### config.mk
export PLATFORM = sky130hd
export DESIGN_NAME = count_pwm_gen
export DESIGN_NICKNAME = d
export VERILOG_FILES = /design/src/rtl/count_pwm_gen_pkg.sv /design/src/rtl/count_pwm_gen_deadband_gen.sv /design/src/rtl/count_pwm_gen.sv
export SDC_FILE = /design/constraint.sdc
export NUM_CORES = 1
export LEC_CHECK = 0
export ABC_CLOCK_PERIOD_IN_PS = 2340
export BUFFER_PORTS_ARGS = -buffer_cell sky130_fd_sc_hd__buf_2
export CORE_MARGIN = 5
export CORE_UTILIZATION = 47
export DETAILED_ROUTE_END_ITERATION = 7
export PLACE_DENSITY_LB_ADDON = 0.1
export RECOVER_POWER = 25
export SYNTH_ARGS = -nofsm -noshare
export SYNTH_HDL_FRONTEND = slang
export SYNTH_HIERARCHICAL = 1
export SYNTH_SLANG_ARGS = --single-unit
### constraint.sdc
create_clock -name clk -period 2.34 [get_ports clk]
set_clock_uncertainty 0.1 [all_clocks]
set_input_delay 0.351 -clock clk [delete_from_list [all_inputs] [get_ports clk]]
set_output_delay 0.351 -clock clk [all_outputs]
set_load 0.01 [all_outputs]
### src/rtl/count_pwm_gen_pkg.sv
`default_nettype none
// +-----------------------------------------------------------------------------+
// | count_pwm_gen_pkg : shared state encoding and sizing limits for count_pwm_gen|
// | Rev 1.0                                                                     |
// +-----------------------------------------------------------------------------+
package count_pwm_gen_pkg;

  typedef enum logic {
    ST_SYNC = 1'b0,
    ST_RUN  = 1'b1
  } state_e;

  localparam int CNT_W_DEF  = 4;
  localparam int DT_CYC_MIN = 1;
  localparam int DT_CYC_MAX = 7;

endpackage
`default_nettype wire

### src/rtl/count_pwm_gen_deadband_gen.sv
`default_nettype none
// +-----------------------------------------------------------------------------+
// | deadband_gen : delays each rising edge of the p/n pair by DT_CYC cycles     |
// | Rev 1.0                                                                     |
// +-----------------------------------------------------------------------------+
module deadband_gen
  import count_pwm_gen_pkg::*;
#(
  parameter int DT_CYC = 1
) (
  input  logic clk,
  input  logic rst,
  input  logic raw,
  input  logic run,
  output logic p,
  output logic n
);

  localparam int            CW     = $clog2(DT_CYC_MAX + 1);
  localparam logic [CW-1:0] DT_LIM = CW'(DT_CYC);

  logic [1:0] req;
  assign req = {run & ~raw, run & raw};

  // Each output goes high only after its request has been held for DT_LIM cycles,
  // so short pulses vanish and the opposite output has already fallen.
  for (genvar g = 0; g < 2; g++) begin : g_chan
    logic [CW-1:0] cnt_q;
    logic          out_q;

    always_ff @(posedge clk or posedge rst) begin
      if (rst) begin
        cnt_q <= '0;
        out_q <= 1'b0;
      end else begin
        if (req[g]) begin
          if (cnt_q != DT_LIM) cnt_q <= cnt_q + CW'(1);
        end else begin
          cnt_q <= '0;
        end
        out_q <= req[g] && (cnt_q == DT_LIM);
      end
    end
  end

  assign p = g_chan[0].out_q;
  assign n = g_chan[1].out_q;

endmodule
`default_nettype wire

### src/rtl/count_pwm_gen.sv
`default_nettype none
// +-----------------------------------------------------------------------------+
// | count_pwm_gen : PWM from a free-running count, double-buffered duty, resync |
// | Optional PWM_DEADTIME_EN adds pwm_n and rising-edge dead-time.    Rev 1.0   |
// +-----------------------------------------------------------------------------+
module count_pwm_gen
  import count_pwm_gen_pkg::*;
#(
  parameter int CNT_W = CNT_W_DEF
`ifdef PWM_DEADTIME_EN
  ,
  parameter int DT_CYC = 1
`endif
) (
  input  logic             clk,
  input  logic             rst,
  input  logic [CNT_W-1:0] count,
  input  logic [CNT_W:0]   duty_in,
  input  logic             duty_valid,
  output logic             duty_ready,
  output logic             pwm_out,
`ifdef PWM_DEADTIME_EN
  output logic             pwm_n,
`endif
  output logic             period_start,
  output logic             sync_err
);

  localparam logic [CNT_W:0]   DUTY_MAX = {1'b1, {CNT_W{1'b0}}};
  localparam logic [CNT_W-1:0] CNT_MAX  = {CNT_W{1'b1}};

  state_e           state_q, state_d;
  logic [CNT_W-1:0] prev_count_q;
  logic [CNT_W:0]   active_q, active_d;
  logic [CNT_W:0]   shadow_q, shadow_d;
  logic             shadow_full_q, shadow_full_d;
  logic             period_start_q, sync_err_q;

  logic             is_step, is_hold, is_wrap, is_jump, accept, raw;
  logic [CNT_W:0]   duty_clamped;

  always_comb begin
    is_step      = (count == prev_count_q + CNT_W'(1));
    is_hold      = (count == prev_count_q);
    is_wrap      = (prev_count_q == CNT_MAX) && (count == '0);
    is_jump      = !is_step && !is_hold;
    accept       = duty_valid && !shadow_full_q;
    duty_clamped = (duty_in > DUTY_MAX) ? DUTY_MAX : duty_in;

    state_d       = state_q;
    active_d      = active_q;
    shadow_d      = shadow_q;
    shadow_full_d = shadow_full_q;

    if (is_wrap && shadow_full_q) begin
      active_d      = shadow_q;
      shadow_full_d = 1'b0;
    end
    if (accept) begin
      shadow_d      = duty_clamped;
      shadow_full_d = 1'b1;
    end

    case (state_q)
      ST_SYNC: if (is_wrap) state_d = ST_RUN;
      ST_RUN:  if (is_jump) state_d = ST_SYNC;
      default: state_d = ST_SYNC;
    endcase

    // Next-state values so a new duty or a resync takes effect on count 0 itself.
    raw = (state_d == ST_RUN) && ({1'b0, count} < active_d);
  end

  always_ff @(posedge clk or posedge rst) begin
    if (rst) begin
      state_q        <= ST_SYNC;
      prev_count_q   <= '0;
      active_q       <= '0;
      shadow_q       <= '0;
      shadow_full_q  <= 1'b0;
      period_start_q <= 1'b0;
      sync_err_q     <= 1'b0;
    end else begin
      state_q        <= state_d;
      prev_count_q   <= count;
      active_q       <= active_d;
      shadow_q       <= shadow_d;
      shadow_full_q  <= shadow_full_d;
      period_start_q <= is_wrap;
      sync_err_q     <= (state_q == ST_RUN) && is_jump;
    end
  end

  assign duty_ready   = !shadow_full_q;
  assign period_start = period_start_q;
  assign sync_err     = sync_err_q;

`ifdef PWM_DEADTIME_EN
  deadband_gen #(
    .DT_CYC(DT_CYC)
  ) u_deadband (
    .clk(clk),
    .rst(rst),
    .raw(raw),
    .run(state_d == ST_RUN),
    .p  (pwm_out),
    .n  (pwm_n)
  );
`else
  logic pwm_q;

  always_ff @(posedge clk or posedge rst) begin
    if (rst) pwm_q <= 1'b0;
    else     pwm_q <= raw;
  end

  assign pwm_out = pwm_q;
`endif

endmodule
`default_nettype wire

* After elaboration in Yosys (flattened, before gate mapping)
Cells that the tools add are included.
** Word-level totals
- Register bits :: 19
- Logic and storage cells :: 33
** Cells by class
- Magnitude comparators :: 2
- Bitwise gates (word level) :: 1
- Reductions and logical operators :: 11
- Add/sub/neg operators :: 1
- Equality and inequality tests :: 3
- Mux-type cells :: 7
** Operators by type and width (number)
- $mux W5 :: 2
- $eq A4 B4 Y1 :: 2
- $logic_and A1 B1 Y1 :: 6
- $gt A5 B5 Y1 const B :: 1
- $lt A4 B5 Y1 :: 1
- $add A4 B1 Y4 const B :: 1
- $eq A4 B4 Y1 const B :: 1
- $logic_not A4 Y1 :: 1
- $mux W1 :: 4
- $logic_not A1 Y1 :: 3
- $pmux W1 S2 :: 1
- $reduce_bool A2 Y1 :: 1
- $not A1 Y1 :: 1

* Logic depth before layout (Yosys ltp)
- Word-level depth :: 7
- Mapped depth :: 9
- Gate-level depth less buffers :: 9

* Least setup slack after synthesis
Ideal clock, no wire load.
- Path kind :: register -> register
- Start :: register prev_count_q[0]
- End :: register pwm_q, in the netlist pwm_out
- Library setup time :: 99 ps
- Path buffers :: 0
- Period minus slack after synthesis :: 2454 ps
- Cell stages (with the launch flop) :: 10
- Data arrival time :: 2255 ps
- Slack :: -114 ps
- Required time :: 2141 ps
- Path through :: dfrtp_1 -> ha_1 -> and4bb_4 -> nand2_1 -> mux2i_1 -> ha_1 -> a21oi_1 -> nor2b_1 -> a2111o_1 -> a311oi_1
** On the way
- Word-level cells in the longest chain between the ends :: 7
- Elaborated cells on any way between the ends :: 15
- Those cells by class :: add/sub: 1; order compare: 1; eq/ne: 3; mux: 4; reduce/logical: 6
** RTL lines
- start: declaration :: line count_pwm_gen.sv:33 : logic [CNT_W-1:0] prev_count_q;
- start signal: assignment :: line count_pwm_gen.sv:85 : prev_count_q <= count;
- $add A4 B1 Y4 :: line count_pwm_gen.sv:43 : is_step = (count == prev_count_q + CNT_W'(1));
- $eq A4 B4 Y1 :: line count_pwm_gen.sv:43
- $logic_not A1 Y1 :: line count_pwm_gen.sv:46 : is_jump = !is_step && !is_hold;
- $logic_and A1 B1 Y1 :: line count_pwm_gen.sv:46
- $mux W1 :: line count_pwm_gen.sv:66 : ST_RUN: if (is_jump) state_d = ST_SYNC;
- $pmux W1 S2 :: line count_pwm_gen.sv:64 : case (state_q)
- $logic_and A1 B1 Y1 (*) :: line count_pwm_gen.sv:71 : raw = (state_d == ST_RUN) && ({1'b0, count} < active_d);
- named net raw :: line count_pwm_gen.sv:39 : logic is_step, is_hold, is_wrap, is_jump, accept, raw;
- end signal: assignment :: line count_pwm_gen.sv:114 : else pwm_q <= raw;
- end: declaration :: line count_pwm_gen.sv:110 : logic pwm_q;
Mark *: on every way through the listed nets, which the timed path passes. The rest lies on a longest branch.
A chain may end at the register's enable or synchronous reset.

* Worst setup path in the final report
Same ends and word-level chain as after synthesis.

==> impl_metrics.ini <==
[timing]
relSlewSlack = 0.516
worstMarginPinSlew_ns = 0.726
setup_tns_ns = -0.00643
grt_setup_unrepaired = true
min_period_over_period = 1.00
fin_ws_ns = -0.00643
fmax_mhz = 426
maxSlewViolCount = 0
setup_violations = 1
final_hold_viol_count = 0
period_needed_ns = 2.35

[detailed_routing]
wl_um = 1890
vias = 674
vias_per_cell = 4.85
wire_per_inst_um = 13.6
drt_iter0_drc = 9
post-route-drc-count = 0
first_pass_iters = 3
ant_nets = 0

[clocking]
cts_max_level = 1
clk_pin_slew_ns = 0.10
cts_tree = yes
clockBufferDepth = 2
cts.sinks = 19
root_buffer = clkbuf_4
insertion_delay_ns = 0.30
numCtsBuffers = 3

[synthesis]
yosysSeqAreaShare = 0.532
netlist_area_um2 = 893
yosys_register_bits = 19
yosysTopAreaCell = dfrtp_1
synth.top_cell.area_share = 0.532
ys_warn_count = 6
postSynthAreaPerCell_um2 = 11.8
synthCells = 76
synth_area_leaders = dfrtp_1, ha_1, mux2i_1
synth.distinct_cells = 24
syn_nets = 92

[critical_path]
critical_path_arrival_ns = 2.45
crit_type = reg -> reg
path_max_fanout = 4
worstPathRequired_ns = 2.45
start_kind = flop
endpoint_kind = flop

[global_route]
grtUsageTotal = 0.160
antenna_found_initial = 0
grt_pass1_wl_um = 3130
grt_overflow_total = 0
grt_pass1_vias = 694
grt_max_degree = 20

[min_path]
hold_class = in -> async

[floorplan]
fp.dieArea_um2 = 2870
io_pins = 16
fp.dieW_um = 53.6
fp.dieH_um = 53.6
initial_core_util = 0.506
core_um2 = 1760
num_rows = 15

[status]
status = finished with violations
failed_checks = setup timing

[run]
maxCapViolations = 0

[cells_and_area]
fin_cells = 139
nFillCells = 141
mostFrequentLayoutCell = dfrtp_1
final_nets = 131
layout_common_cells = dfrtp_1, buf_4, buf_2, inv_1, nand2_1
antennaDiodeCount = 0
drive_gt1_frac = 0.395
synthToLayoutAreaGrowth_pct = 35.6
final_area_um2 = 1210

[pwr]
power_per_cell_area_nw_per_um2 = 527
p_leak_nw = 0.658
ir_drop_mv = 0.369

[placed_design]
pre_cts_slack_ns = -0.0817
portBuffers = 15
post-place-cells = 129
placed_area_um2 = 1110
routabilityCongestion = 0.778
dpl.hpwl_um = 1380
[path summary, 6_finish.rpt]
kind | start | cells past startpoint | endpoint | slack [ns]
setup / recovery | prev_count_q[0] | 9 | pwm_out | -0.006
hold / removal | rst | 2 | shadow_q[4] | 0.05
setup reg to reg | prev_count_q[0] | 9 | pwm_out | -0.006
hold reg to reg | shadow_q[0] | 2 | shadow_q[0] | 0.40
max in group asynchronous | rst | 2 | active_q[1] | 1.63
min in group clk | duty_valid | 2 | shadow_full_q | 0.17
[cell families after synthesis]
logic type	synth area share
buffers and inverters	0.0252
XOR/XNOR	0.0840
multiplexers	0.0574
AND/OR/NAND/NOR	0.140
flip-flops	0.532
adder cells (fa/ha/maj)	0.0560
AO/OA/AOI/OAI	0.105
[worst max-delay path, cell delays in order (launching register included)]
cell and delay [ns]:
dfrtp_1 0.40, ha_2 0.19, and4bb_4 0.22, nand2_4 0.09
mux2i_2 0.25, ha_1 0.29, a21oi_2 0.13, nor2b_1 0.06
a2111o_1 0.28, a311oi_1 0.26
[final cells by class]
type / instances / area, µm² / area share
timing repair buffer: 34 / 218 / 0.180
tap: 25 / 31.3 / 0.0258
sequential: 19 / 475 / 0.393
inverter: 6 / 22.5 / 0.0186
clock buffer: 4 / 26.3 / 0.0217
multi-input combinational: 51 / 438 / 0.362
[cells in the mapped netlist]
| library cell | n |
|---|---|
| nand2_1 | 7 |
| nor2_1 | 3 |
| o21ai_0 | 5 |
| o21ba_2 | 1 |
| inv_1 | 6 |
| nor2b_1 | 1 |
| a21bo_1 | 1 |
| o21a_1 | 2 |
| mux2i_1 | 4 |
| a311oi_1 | 1 |
| and4bb_4 | 1 |
| dfrtp_1 | 19 |
| xnor2_1 | 2 |
| o41ai_1 | 1 |
| nand3_1 | 3 |
| mux2_2 | 1 |
| xnor3_1 | 1 |
| a2111o_1 | 1 |
| and3_1 | 1 |
| a21oi_1 | 1 |
| nand2b_1 | 5 |
| and4bb_1 | 1 |
| xor2_1 | 4 |
| ha_1 | 4 |
[sequential cells by signal, indices dropped and copies added (netlist names)]
register / count
period_start: 1
pwm_out: 1
active_q: 5
prev_count_q: 4
shadow_full_q: 1
sync_err: 1
state_q: 1
shadow_q: 5
[through the flow]
stage	utilization	hold slack, ns	power, mW
after floorplan	-	0.202	0.424
after global placement	0.628	0.368	0.467
after detailed placement	0.628	0.373	0.471
after CTS	0.670	0.0738	0.640
after global routing	0.687	0.129	0.673
final	0.687	0.0529	0.638
[where the power goes]
| part | total (mW) | switching (mW) | leakage (nW) | internal, mW |
|---|---|---|---|---|
| combinational | 0.110 | 0.0515 | 0.396 | 0.0585 |
| clock | 0.165 | 0.0986 | 0.0150 | 0.0665 |
| sequential | 0.363 | 0.0124 | 0.247 | 0.351 |
| total | 0.638 | 0.162 | 0.658 | 0.476 |
[per-layer routing]
layer,global-route usage,vias to the layer above,wire [µm]
met1,0.199,319,833
li1,-,337,-
met5,0,-,0
met2,0.263,14,955
met4,0.0894,0,36
met3,0.0249,4,66
[what timing repair did]
action	4_1_cts	5_1_grt
endpoints found under the setup margin	1	1
gates resized for setup	4	4
pin swaps	6	7
buffers inserted	5	1
hold buffers	0	0
Power figures use the tool's default switching activity.
